--- config.mk ---
export PLATFORM = sky130hd
export DESIGN_NAME = id_queue_decode
export DESIGN_NICKNAME = d
export VERILOG_FILES = /design/src/rtl/id_queue_decode.sv
export SDC_FILE = /design/constraint.sdc
export NUM_CORES = 1
export LEC_CHECK = 0
export BUFFER_PORTS_ARGS = -buffer_cell sky130_fd_sc_hd__buf_2
export CORE_MARGIN = 2
export CORE_UTILIZATION = 57
export CTS_CLUSTER_DIAMETER = 100
export DETAILED_ROUTE_END_ITERATION = 8
export PLACE_DENSITY = 0.89
export SLEW_MARGIN = 20
export SYNTH_ARGS = -nofsm -noshare
export SYNTH_HDL_FRONTEND = slang
export SYNTH_SLANG_ARGS = --single-unit
--- constraint.sdc ---
create_clock -name clk_in -period 5.3 [get_ports clk_in]
set_clock_uncertainty 0.1 [all_clocks]
set_input_delay 0 -clock clk_in [delete_from_list [all_inputs] [get_ports clk_in]]
set_output_delay 0 -clock clk_in [all_outputs]
set_load 0.02 [all_outputs]
--- src/rtl/id_queue_decode.sv ---
// RV32I decode stage: DEPTH-entry fetch queue, combinational head decode,
// register-pending scoreboard for RAW/WAW stalls and a registered EX-side output.
module id_queue_decode #(
  parameter int unsigned DEPTH = 4,
  parameter int unsigned PTR_W = $clog2(DEPTH)
) (
  input  logic             clk_in,
  input  logic             rst_in,
  input  logic             rdy_in,
  input  logic             in_valid,
  output logic             in_ready,
  input  logic [31:0]      in_pc,
  input  logic [31:0]      in_ins,
  input  logic             flush_in,
  output logic             read_flag_1,
  output logic             read_flag_2,
  output logic [4:0]       reg_read_1,
  output logic [4:0]       reg_read_2,
  input  logic [31:0]      read_data_1,
  input  logic [31:0]      read_data_2,
  input  logic             wb_valid_in,
  input  logic [4:0]       wb_rd_in,
  output logic             out_valid,
  input  logic             out_ready,
  output logic [31:0]      out_pc,
  output logic [31:0]      imm,
  output logic [31:0]      r1_data,
  output logic [31:0]      r2_data,
  output logic [4:0]       r1_addr,
  output logic [4:0]       r2_addr,
  output logic [4:0]       rd_addr,
  output logic [6:0]       ins_type,
  output logic [2:0]       ins_details,
  output logic             ins_diff,
  output logic             illegal,
  output logic [PTR_W:0]   count
);

  typedef enum logic [6:0] {
    OPC_LUI    = 7'b0110111,
    OPC_AUIPC  = 7'b0010111,
    OPC_JAL    = 7'b1101111,
    OPC_JALR   = 7'b1100111,
    OPC_BRANCH = 7'b1100011,
    OPC_LOAD   = 7'b0000011,
    OPC_STORE  = 7'b0100011,
    OPC_IMM    = 7'b0010011,
    OPC_OP     = 7'b0110011
  } opcode_e;

  localparam logic [PTR_W:0] FULL = (PTR_W+1)'(DEPTH);

  logic [31:0]    pc_mem_q  [DEPTH];
  logic [31:0]    ins_mem_q [DEPTH];
  logic [PTR_W-1:0] head_q, head_d, tail_q, tail_d;
  logic [PTR_W:0] count_q, count_d;
  logic [31:0]    pend_q, pend_d;
  logic           ov_q, ov_d;

  logic [31:0] h_pc, h_ins;
  logic        head_valid, push, adv, hazard;
  opcode_e     opc;
  logic [2:0]  f3;
  logic [6:0]  f7;
  logic [31:0] i_imm, s_imm, b_imm, u_imm, j_imm;

  logic [31:0] d_imm, d_r1_data, d_r2_data;
  logic [4:0]  d_rs1, d_rs2, d_rd;
  logic [2:0]  d_det;
  logic        d_f1, d_f2, d_diff, d_ill;

  logic [31:0] out_pc_q, imm_q, r1_data_q, r2_data_q;
  logic [4:0]  r1_addr_q, r2_addr_q, rd_addr_q;
  logic [6:0]  ins_type_q;
  logic [2:0]  ins_details_q;
  logic        ins_diff_q, illegal_q;

  assign h_pc       = pc_mem_q[head_q];
  assign h_ins      = ins_mem_q[head_q];
  assign head_valid = (count_q != '0);
  assign opc        = opcode_e'(h_ins[6:0]);
  assign f3         = h_ins[14:12];
  assign f7         = h_ins[31:25];
  assign i_imm      = {{20{h_ins[31]}}, h_ins[31:20]};
  assign s_imm      = {{20{h_ins[31]}}, h_ins[31:25], h_ins[11:7]};
  assign b_imm      = {{19{h_ins[31]}}, h_ins[31], h_ins[7], h_ins[30:25], h_ins[11:8], 1'b0};
  assign u_imm      = {h_ins[31:12], 12'h000};
  assign j_imm      = {{11{h_ins[31]}}, h_ins[31], h_ins[19:12], h_ins[20], h_ins[30:21], 1'b0};

  always_comb begin
    d_imm  = '0;
    d_rs1  = '0;
    d_rs2  = '0;
    d_rd   = '0;
    d_det  = '0;
    d_f1   = 1'b0;
    d_f2   = 1'b0;
    d_diff = 1'b0;
    d_ill  = 1'b0;
    case (opc)
      OPC_LUI, OPC_AUIPC: begin
        d_imm = u_imm;
        d_rd  = h_ins[11:7];
      end
      OPC_JAL: begin
        d_imm = j_imm;
        d_rd  = h_ins[11:7];
      end
      OPC_JALR, OPC_LOAD, OPC_IMM: begin
        d_imm  = i_imm;
        d_f1   = 1'b1;
        d_rs1  = h_ins[19:15];
        d_rd   = h_ins[11:7];
        d_det  = f3;
        d_diff = (opc == OPC_IMM) && (f3 == 3'b101) && h_ins[30];
      end
      OPC_BRANCH, OPC_STORE: begin
        d_imm = (opc == OPC_BRANCH) ? b_imm : s_imm;
        d_f1  = 1'b1;
        d_f2  = 1'b1;
        d_rs1 = h_ins[19:15];
        d_rs2 = h_ins[24:20];
        d_det = f3;
      end
      OPC_OP: begin
        d_det  = f3;
        d_diff = h_ins[30];
        if (f7 == 7'h00 || (f7 == 7'h20 && (f3 == 3'b000 || f3 == 3'b101))) begin
          d_f1  = 1'b1;
          d_f2  = 1'b1;
          d_rs1 = h_ins[19:15];
          d_rs2 = h_ins[24:20];
          d_rd  = h_ins[11:7];
        end else begin
          d_ill = 1'b1;
        end
      end
      default: d_ill = 1'b1;
    endcase
  end

  // Unused ports have address 0, so the x0 test also zeroes their data.
  assign d_r1_data = (d_rs1 != '0) ? read_data_1 : '0;
  assign d_r2_data = (d_rs2 != '0) ? read_data_2 : '0;

  assign read_flag_1 = head_valid & d_f1;
  assign read_flag_2 = head_valid & d_f2;
  assign reg_read_1  = head_valid ? d_rs1 : '0;
  assign reg_read_2  = head_valid ? d_rs2 : '0;

  assign hazard   = (d_f1 & pend_q[d_rs1]) | (d_f2 & pend_q[d_rs2]) |
                    ((d_rd != '0) & pend_q[d_rd]);
  assign in_ready = rst_in & rdy_in & (count_q != FULL);
  assign push     = in_valid & in_ready & ~flush_in;
  assign adv      = rdy_in & ~flush_in & head_valid & ~hazard & (~ov_q | out_ready);

  always_comb begin
    head_d  = head_q;
    tail_d  = tail_q;
    count_d = count_q;
    pend_d  = pend_q;
    ov_d    = ov_q;
    if (rdy_in) begin
      if (wb_valid_in) pend_d[wb_rd_in] = 1'b0;
      if (flush_in) begin
        head_d  = '0;
        tail_d  = '0;
        count_d = '0;
        ov_d    = 1'b0;
        // An un-accepted output never reaches EX, so nothing will write it back.
        if (ov_q && !out_ready) pend_d[rd_addr_q] = 1'b0;
      end else begin
        if (push) tail_d = tail_q + 1'b1;
        if (adv)  head_d = head_q + 1'b1;
        count_d = count_q + (PTR_W+1)'(push) - (PTR_W+1)'(adv);
        if (adv) begin
          ov_d         = 1'b1;
          pend_d[d_rd] = 1'b1;
        end else if (out_ready) begin
          ov_d = 1'b0;
        end
      end
      pend_d[0] = 1'b0;
    end
  end

  always_ff @(posedge clk_in) begin
    if (push) begin
      pc_mem_q[tail_q]  <= in_pc;
      ins_mem_q[tail_q] <= in_ins;
    end
  end

  always_ff @(posedge clk_in or negedge rst_in) begin
    if (!rst_in) begin
      head_q  <= '0;
      tail_q  <= '0;
      count_q <= '0;
      pend_q  <= '0;
      ov_q    <= 1'b0;
    end else begin
      head_q  <= head_d;
      tail_q  <= tail_d;
      count_q <= count_d;
      pend_q  <= pend_d;
      ov_q    <= ov_d;
    end
  end

  always_ff @(posedge clk_in or negedge rst_in) begin
    if (!rst_in) begin
      out_pc_q      <= '0;
      imm_q         <= '0;
      r1_data_q     <= '0;
      r2_data_q     <= '0;
      r1_addr_q     <= '0;
      r2_addr_q     <= '0;
      rd_addr_q     <= '0;
      ins_type_q    <= '0;
      ins_details_q <= '0;
      ins_diff_q    <= 1'b0;
      illegal_q     <= 1'b0;
    end else if (adv) begin
      out_pc_q      <= h_pc;
      imm_q         <= d_imm;
      r1_data_q     <= d_r1_data;
      r2_data_q     <= d_r2_data;
      r1_addr_q     <= d_rs1;
      r2_addr_q     <= d_rs2;
      rd_addr_q     <= d_rd;
      ins_type_q    <= h_ins[6:0];
      ins_details_q <= d_det;
      ins_diff_q    <= d_diff;
      illegal_q     <= d_ill;
    end
  end

  assign out_valid   = ov_q;
  assign out_pc      = out_pc_q;
  assign imm         = imm_q;
  assign r1_data     = r1_data_q;
  assign r2_data     = r2_data_q;
  assign r1_addr     = r1_addr_q;
  assign r2_addr     = r2_addr_q;
  assign rd_addr     = rd_addr_q;
  assign ins_type    = ins_type_q;
  assign ins_details = ins_details_q;
  assign ins_diff    = ins_diff_q;
  assign illegal     = illegal_q;
  assign count       = count_q;

endmodule
## Word-level counts from Yosys, hierarchy flattened

Memory sizes are Yosys's and may differ from the RTL's. A register that Yosys moved wholly into a read port is not among the register bits.
Cells that the tools add are included.

| operators by class | value |
|---|---|
| $mul | 0 |
| add/subtract/negate cells | 4 |
| magnitude comparators | 8 |
| bitwise gates (word level) | 24 |
| shift-type cells | 0 |
| muxes and demuxes | 46 |
| div/mod/pow operators | 0 |
| equality and inequality tests | 12 |
| reduce and logical (&&, ||, !) cells | 30 |

Operators by type and width:

| cell | number |
|---|---|
| $mux W32 | 7 |
| $pmux W32 S4 | 1 |
| $and A32 B32 Y32 | 2 |
| $not A32 Y32 | 2 |
| $or A32 B32 Y32 | 1 |
| $lt A5 B6 Y1 const B | 5 |
| $pmux W5 S2 | 3 |
| $eq A7 B6 Y1 const B | 4 |
| $mux W5 | 5 |
| $eq A7 B7 Y1 const B | 3 |
| $bmux W1 S5 | 3 |
| $demux W1 S5 | 3 |
| $ge A5 B1 Y1 const B | 3 |
| $reduce_bool A5 Y1 | 3 |
| $eq A7 B5 Y1 const B | 2 |
| $and A1 B1 Y1 | 13 |
| $mux W1 | 13 |
| $mux W12 | 1 |
| $reduce_or A6 Y1 | 2 |
| $mux W2 | 4 |
| $pmux W1 S2 | 4 |
| $reduce_or A8 Y1 | 1 |
| $eq A7 B2 Y1 const B | 1 |
| $logic_and A1 B1 Y1 | 7 |
| other kinds (18) | 31 |

| storage, ports and cells | value |
|---|---|
| memory bits (read-only) | 0 |
| input bits | 140 |
| memory bits (writable) | 256 |
| bits in registers | 162 |
| bits in latches | 0 |
| output and inout port bits | 172 |
| memories | 2 |

Memory list:

| name | words | bits a word | rd ports | clocked after memory_dff | write ports | RTL line | source |
|---|---|---|---|---|---|---|---|
| ins_mem_q | 4 | 32 | 1 | 0 | 1 | 54 | `logic [31:0] ins_mem_q [DEPTH];` |
| pc_mem_q | 4 | 32 | 1 | 1 | 1 | 53 | `logic [31:0] pc_mem_q [DEPTH];` |

## Logic depth before layout (Yosys ltp)

An unclocked memory read counts as a cell.

| depth | value |
|---|---|
| depth after elaboration | 17 |
| mapped depth | 25 |

## Worst setup path after synthesis

Ideal clock, no wire load.

| timing path | value |
|---|---|
| path type | register -> register |
| start point | register head_q[0] |
| end point | register count_q[2] (netlist: count[2]) |
| setup time | 83 ps |
| cell stages (with the launch flop) | 24 |
| period minus slack after synthesis | 4799 ps |
| slack | 501 ps |
| data arrival time | 4616 ps |
| buffers on the path | 6 |
| data required time | 5117 ps |
| cell sequence | dfrtp_1 buf_6 buf_6 buf_6 mux4_2 buf_2 mux4_2 mux4_2 and2_1 o22a_1 o31ai_4 nand2_4 inv_6 buf_12 buf_8 ha_1 inv_1 ha_1 inv_1 fa_1 xnor2_1 nor3b_1 a21oi_1 o22ai_1 |

| on the way | value |
|---|---|
| word-level cells in the longest chain between the ends | 17 |
| elaborated cells between the ends (all ways) | 46 |
| those cells by class | 1 x add/sub; 11 x eq/ne; 16 x mux; 8 x bitwise; 9 x reduce/logical; 1 x memory |

Ends and longest elaborated chain:

| element | RTL line | source |
|---|---|---|
| start, declared | 55 | `logic [PTR_W-1:0] head_q, head_d, tail_q, tail_d;` |
| start signal, assigned | 196 | `head_q <= '0;` |
| start signal, assigned | 202 | `head_q <= head_d;` |
| $mem_v2 Z4 W32 (*) | -- |  |
| $eq A3 B3 Y1 or $logic_not A3 Y1 (tied branches) | 128 | `if (f7 == 7'h00 \|\| (f7 == 7'h20 && (f3 == 3'b000 \|\| f3 == 3'b101))) begin` |
| $logic_or A1 B1 Y1 | 128 |  |
| $logic_and A1 B1 Y1 | 128 |  |
| $logic_or A1 B1 Y1 | 128 |  |
| $mux W5 | 128 |  |
| $pmux W5 S2 | 100 | `case (opc)` |
| $bmux W1 S5 | 151 | `assign hazard = (d_f1 & pend_q[d_rs1]) \| (d_f2 & pend_q[d_rs2]) \|` |
| $mux W1 (not written as such) | 151 |  |
| $and A1 B1 Y1 | 151 |  |
| $or A1 B1 Y1 | 151 |  |
| $or A1 B1 Y1 (*) | 151 |  |
| $not A1 Y1 (*) | 155 | `assign adv = rdy_in & ~flush_in & head_valid & ~hazard & (~ov_q \| out_ready);` |
| $and A1 B1 Y1 (*) (2 in series) | 155 |  |
| $sub A3 B1 Y3 (*) | 175 | `count_d = count_q + (PTR_W+1)'(push) - (PTR_W+1)'(adv);` |
| $mux W3 (*) | 165 | `if (flush_in) begin` |
| end signal, assigned | 204 | `count_q <= count_d;` |
| end, declared | 56 | `logic [PTR_W:0] count_q, count_d;` |

Mark *: on every way between the ends. The rest lies on a longest branch, timed or not. The select of a mux whose other input is x is not followed.
A chain may end at the register's enable or synchronous reset.

## Final worst setup path

Same ends and word-level chain as after synthesis.

==> impl_metrics.json <==
{
  "status": "finished, final reports clean",
  "route.met3.wl_mm": 4.83,
  "drtAntennaViolNets": 0,
  "wl_met2_mm": 27.1,
  "switching_share": 0.355,
  "start_util": 0.578,
  "synthAdderAreaFrac": 0.00477,
  "synthesis.area_um2": 19900,
  "p_clk_frac": 0.265,
  "grtUsageTotal": 0.299,
  "slowest_stage": "dfrtp_4",
  "dieHeight_um": 191,
  "grt_pass1_wl_mm": 83.0,
  "crit_family": "simple AND/OR/NAND/NOR gates",
  "async_reset_ff_frac": 0.431,
  "avgViaCountPerCell": 6.00,
  "drc": 0,
  "required_ps": 5620,
  "cts_buffers": 45,
  "netlist_top_cells_area": "edfxtp_1 39%, dfrtp_1 24%, mux4_2 7.9%, mux2i_1 6.2%, mux2_2 3.9%",
  "synth.distinct_cells": 65,
  "p_total_w": 0.0121,
  "ios": 312,
  "arrival_ps": 5280,
  "synth_compound_area_frac": 0.0566,
  "synth_mux_area_frac": 0.182,
  "maxCapViolations": 0,
  "tightest_slew_ps": 1090,
  "yosysTopAreaCell": "edfxtp_1",
  "synth_cells": 1433,
  "slew_headroom": 0.271,
  "wl_met1_mm": 21.0,
  "routabilityCongestion": 1.03,
  "crit_type": "reg2reg",
  "regArea_um2": 12500,
  "ir_drop_mv": 0.466,
  "core-area_um2": 34500,
  "dieArea_um2": 36500,
  "cp_num_buf_inv": 4,
  "num_rows": 68,
  "numPortBuffers": 311,
  "setup_tns_ps": 0,
  "htreeDepth": 2,
  "final_cell_mix": "310 x buf_2, 256 x edfxtp_1, 192 x dfrtp_1",
  "p_switching_w": 0.00428,
  "fmax_ghz": 0.202,
  "cts_buffer_depth": 3,
  "firstDrtPassIters": 6,
  "synth-simple-area-share": 0.0819,
  "finalSetupViolations": 0,
  "nNetsFinal": 2037,
  "overflow": 0,
  "worst_setup_path_end_kind": "flop",
  "cts_tree": "built",
  "finalCriticalPeriod_ps": 4960,
  "worstSetupStartpointType": "flop",
  "synth-edff-count": 256,
  "dpl.hpwl_mm": 34.6,
  "hp-class": "in2reg",
  "avgSynthCellArea_um2": 13.9,
  "multi_input_area_um2": 6540,
  "hold_viol": 0,
  "grt_max_degree": 163,
  "synth_top_area_frac": 0.386,
  "ys_ff_latch": 450,
  "ys_seq_area_frac": 0.629,
  "cts_resized": 0,
  "routed_wl_mm": 55.0,
  "clk_pin_slew_ps": 60,
  "combPwrFrac": 0.342,
  "p_per_area_nw_per_um2": 486,
  "synthFlopType": "edfxtp_1",
  "cp_max_fo": 18,
  "drt-initial-drc-count": 1330,
  "fillCellCount": 2147,
  "synthXorXnorAreaFrac": 0.000879,
  "clock_sinks": 450,
  "synth_top_family_by_area": "multiplexers",
  "grt_pass1_vias": 14388,
  "ys_warn_count": 0,
  "synth_nets": 1580,
  "postCtsSetupRepairBufs": 0,
  "syn_to_final_growth_pct": 24.5,
  "p_leak_nw": 9.90,
  "die_w_um": 191,
  "antenna_found_initial": 8,
  "slew_viol_final": 0,
  "mostFrequentLayoutCell": "buf_2",
  "critical_path.cell_chain": "buf_4 -> mux4_2 -> xor2_1 -> o21ai_0 -> and3_1 -> nor2_1 -> or3_1 -> and4b_1 -> nand2_4 -> inv_8 -> ha_1 -> inv_1 -> ha_1 -> inv_1 -> fa_1 -> xnor2_1 -> nor3b_1 -> a21oi_1 -> o22ai_1",
  "topRoutingLayerUsed": "met5",
  "critical-path-max-stage-delay_ps": 640,
  "clock_insertion_delay_worst_skew_ps": 560,
  "cts_root_buffer": "clkbuf_16",
  "p_int_w": 0.00778,
  "rsz0062_at_grt": "no",
  "avgRoutedWirePerCell_um": 23.0,
  "vias": 14321,
  "drive_above_1_share": 0.293,
  "pwr-share-seq": 0.392,
  "fin_crit_sh": 0.935
}
-- flip-flops by register name, summed over array words and instances, names as in the netlist, 3 cells and up --
signal / cells
ins_mem_q: 128
pc_mem_q: 128
imm: 32
out_pc: 32
r1_data: 32
r2_data: 32
pend_q: 31
ins_type: 7
r1_addr: 5
r2_addr: 5
rd_addr: 5
count: 3
ins_details: 3
-- stage by stage --
stage	util	setup WS [ps]	area (um2)	std cells	hold WS [ps]
floorplan	-	501	19900	1433	-396
global placement	0.634	394	21800	2152	-97.8
detailed placement	0.634	376	21800	2152	-91.4
CTS	0.720	370	24800	2381	13.0
global route	0.720	80.9	24800	2386	70.8
finish	0.720	345	24800	2387	36.4
-- worst register-to-register path, delay by kind of cell, from the launching register on --
kind | cells | cell delay (ps)
muxes | 1 | 580
AOI/OAI and AO/OA | 3 | 470
xor gates and xnor gates | 2 | 370
DFF | 1 | 640
buffers and inverters | 4 | 450
adders and majority gates | 3 | 770
and+or+nand+nor | 6 | 1440
-- final cells by class --
class	instances	share of cell area
sequential	450	0.506
multi-input combinational	799	0.263
timing repair buffer	480	0.130
tap	455	0.0229
antenna	6	0.000605
inverter	114	0.0175
clock buffer	57	0.0488
clock inverter	26	0.0110
-- logic make-up after synthesis --
family	Yosys count
DFF	450
and+or+nand+nor	343
muxes	265
buffers and inverters	184
AOI/OAI and AO/OA	182
adders and majority gates	7
xor gates and xnor gates	2
-- final timing paths --
kind	from	end	slack [ps]	cells past startpoint
min in group asynchronous	rst_in	imm[27]	500	4
hold / removal	wb_valid_in	pend_q[20]	40	5
setup reg to reg	head_q[0]	count[2]	340	19
max in group asynchronous	rst_in	r2_data[26]	3780	4
setup / recovery	head_q[0]	count[2]	340	19
hold reg to reg	out_pc[11]	out_pc[11]	400	1
-- cells in the mapped netlist, drive strengths merged, types with 4 or more instances --
| cell type | n |
|---|---|
| or2 | 4 |
| o211ai | 10 |
| o21ai | 59 |
| or3 | 8 |
| a21boi | 4 |
| nor3 | 12 |
| nand2 | 173 |
| nor2 | 54 |
| o41ai | 5 |
| nand3 | 12 |
| nand3b | 10 |
| nor2b | 6 |
| dfrtp | 194 |
| mux2 | 72 |
| o22ai | 15 |
| buf | 40 |
| and3 | 8 |
| ha | 6 |
| edfxtp | 256 |
| mux4 | 70 |
| a31o | 5 |
| inv | 113 |
| a21oi | 44 |
| mux2i | 123 |
| a31oi | 16 |
| nand4 | 19 |
| and2 | 7 |
| nor3b | 10 |
| clkbuf | 30 |
| nand2b | 9 |
-- metal layers --
layer | track usage | vias up
met1 | 0.384 | 7099
met3 | 0.0591 | 181
li1 | - | 6184
met4 | 0.118 | 4
met2 | 0.505 | 853
met5 | 0 | -
-- what timing repair did --
| action | in CTS | in global routing |
|---|---|---|
| hold buffers | 146 | 0 |
| endpoints found under the setup margin | 0 | 0 |
| hold endpoints to repair | 412 | 0 |
-- power by group through the flow --
stage	logic (W)	clock network [W]	registers (W)
after floorplan	0.00217	0	0.00528
after global placement	0.00385	0	0.00474
after detailed placement	0.00395	0	0.00478
after CTS	0.00407	0.00324	0.00471
after global routing	0.00439	0.00338	0.00479
final	0.00413	0.00320	0.00473
No activity file was read; power rests on OpenSTA's default activity.
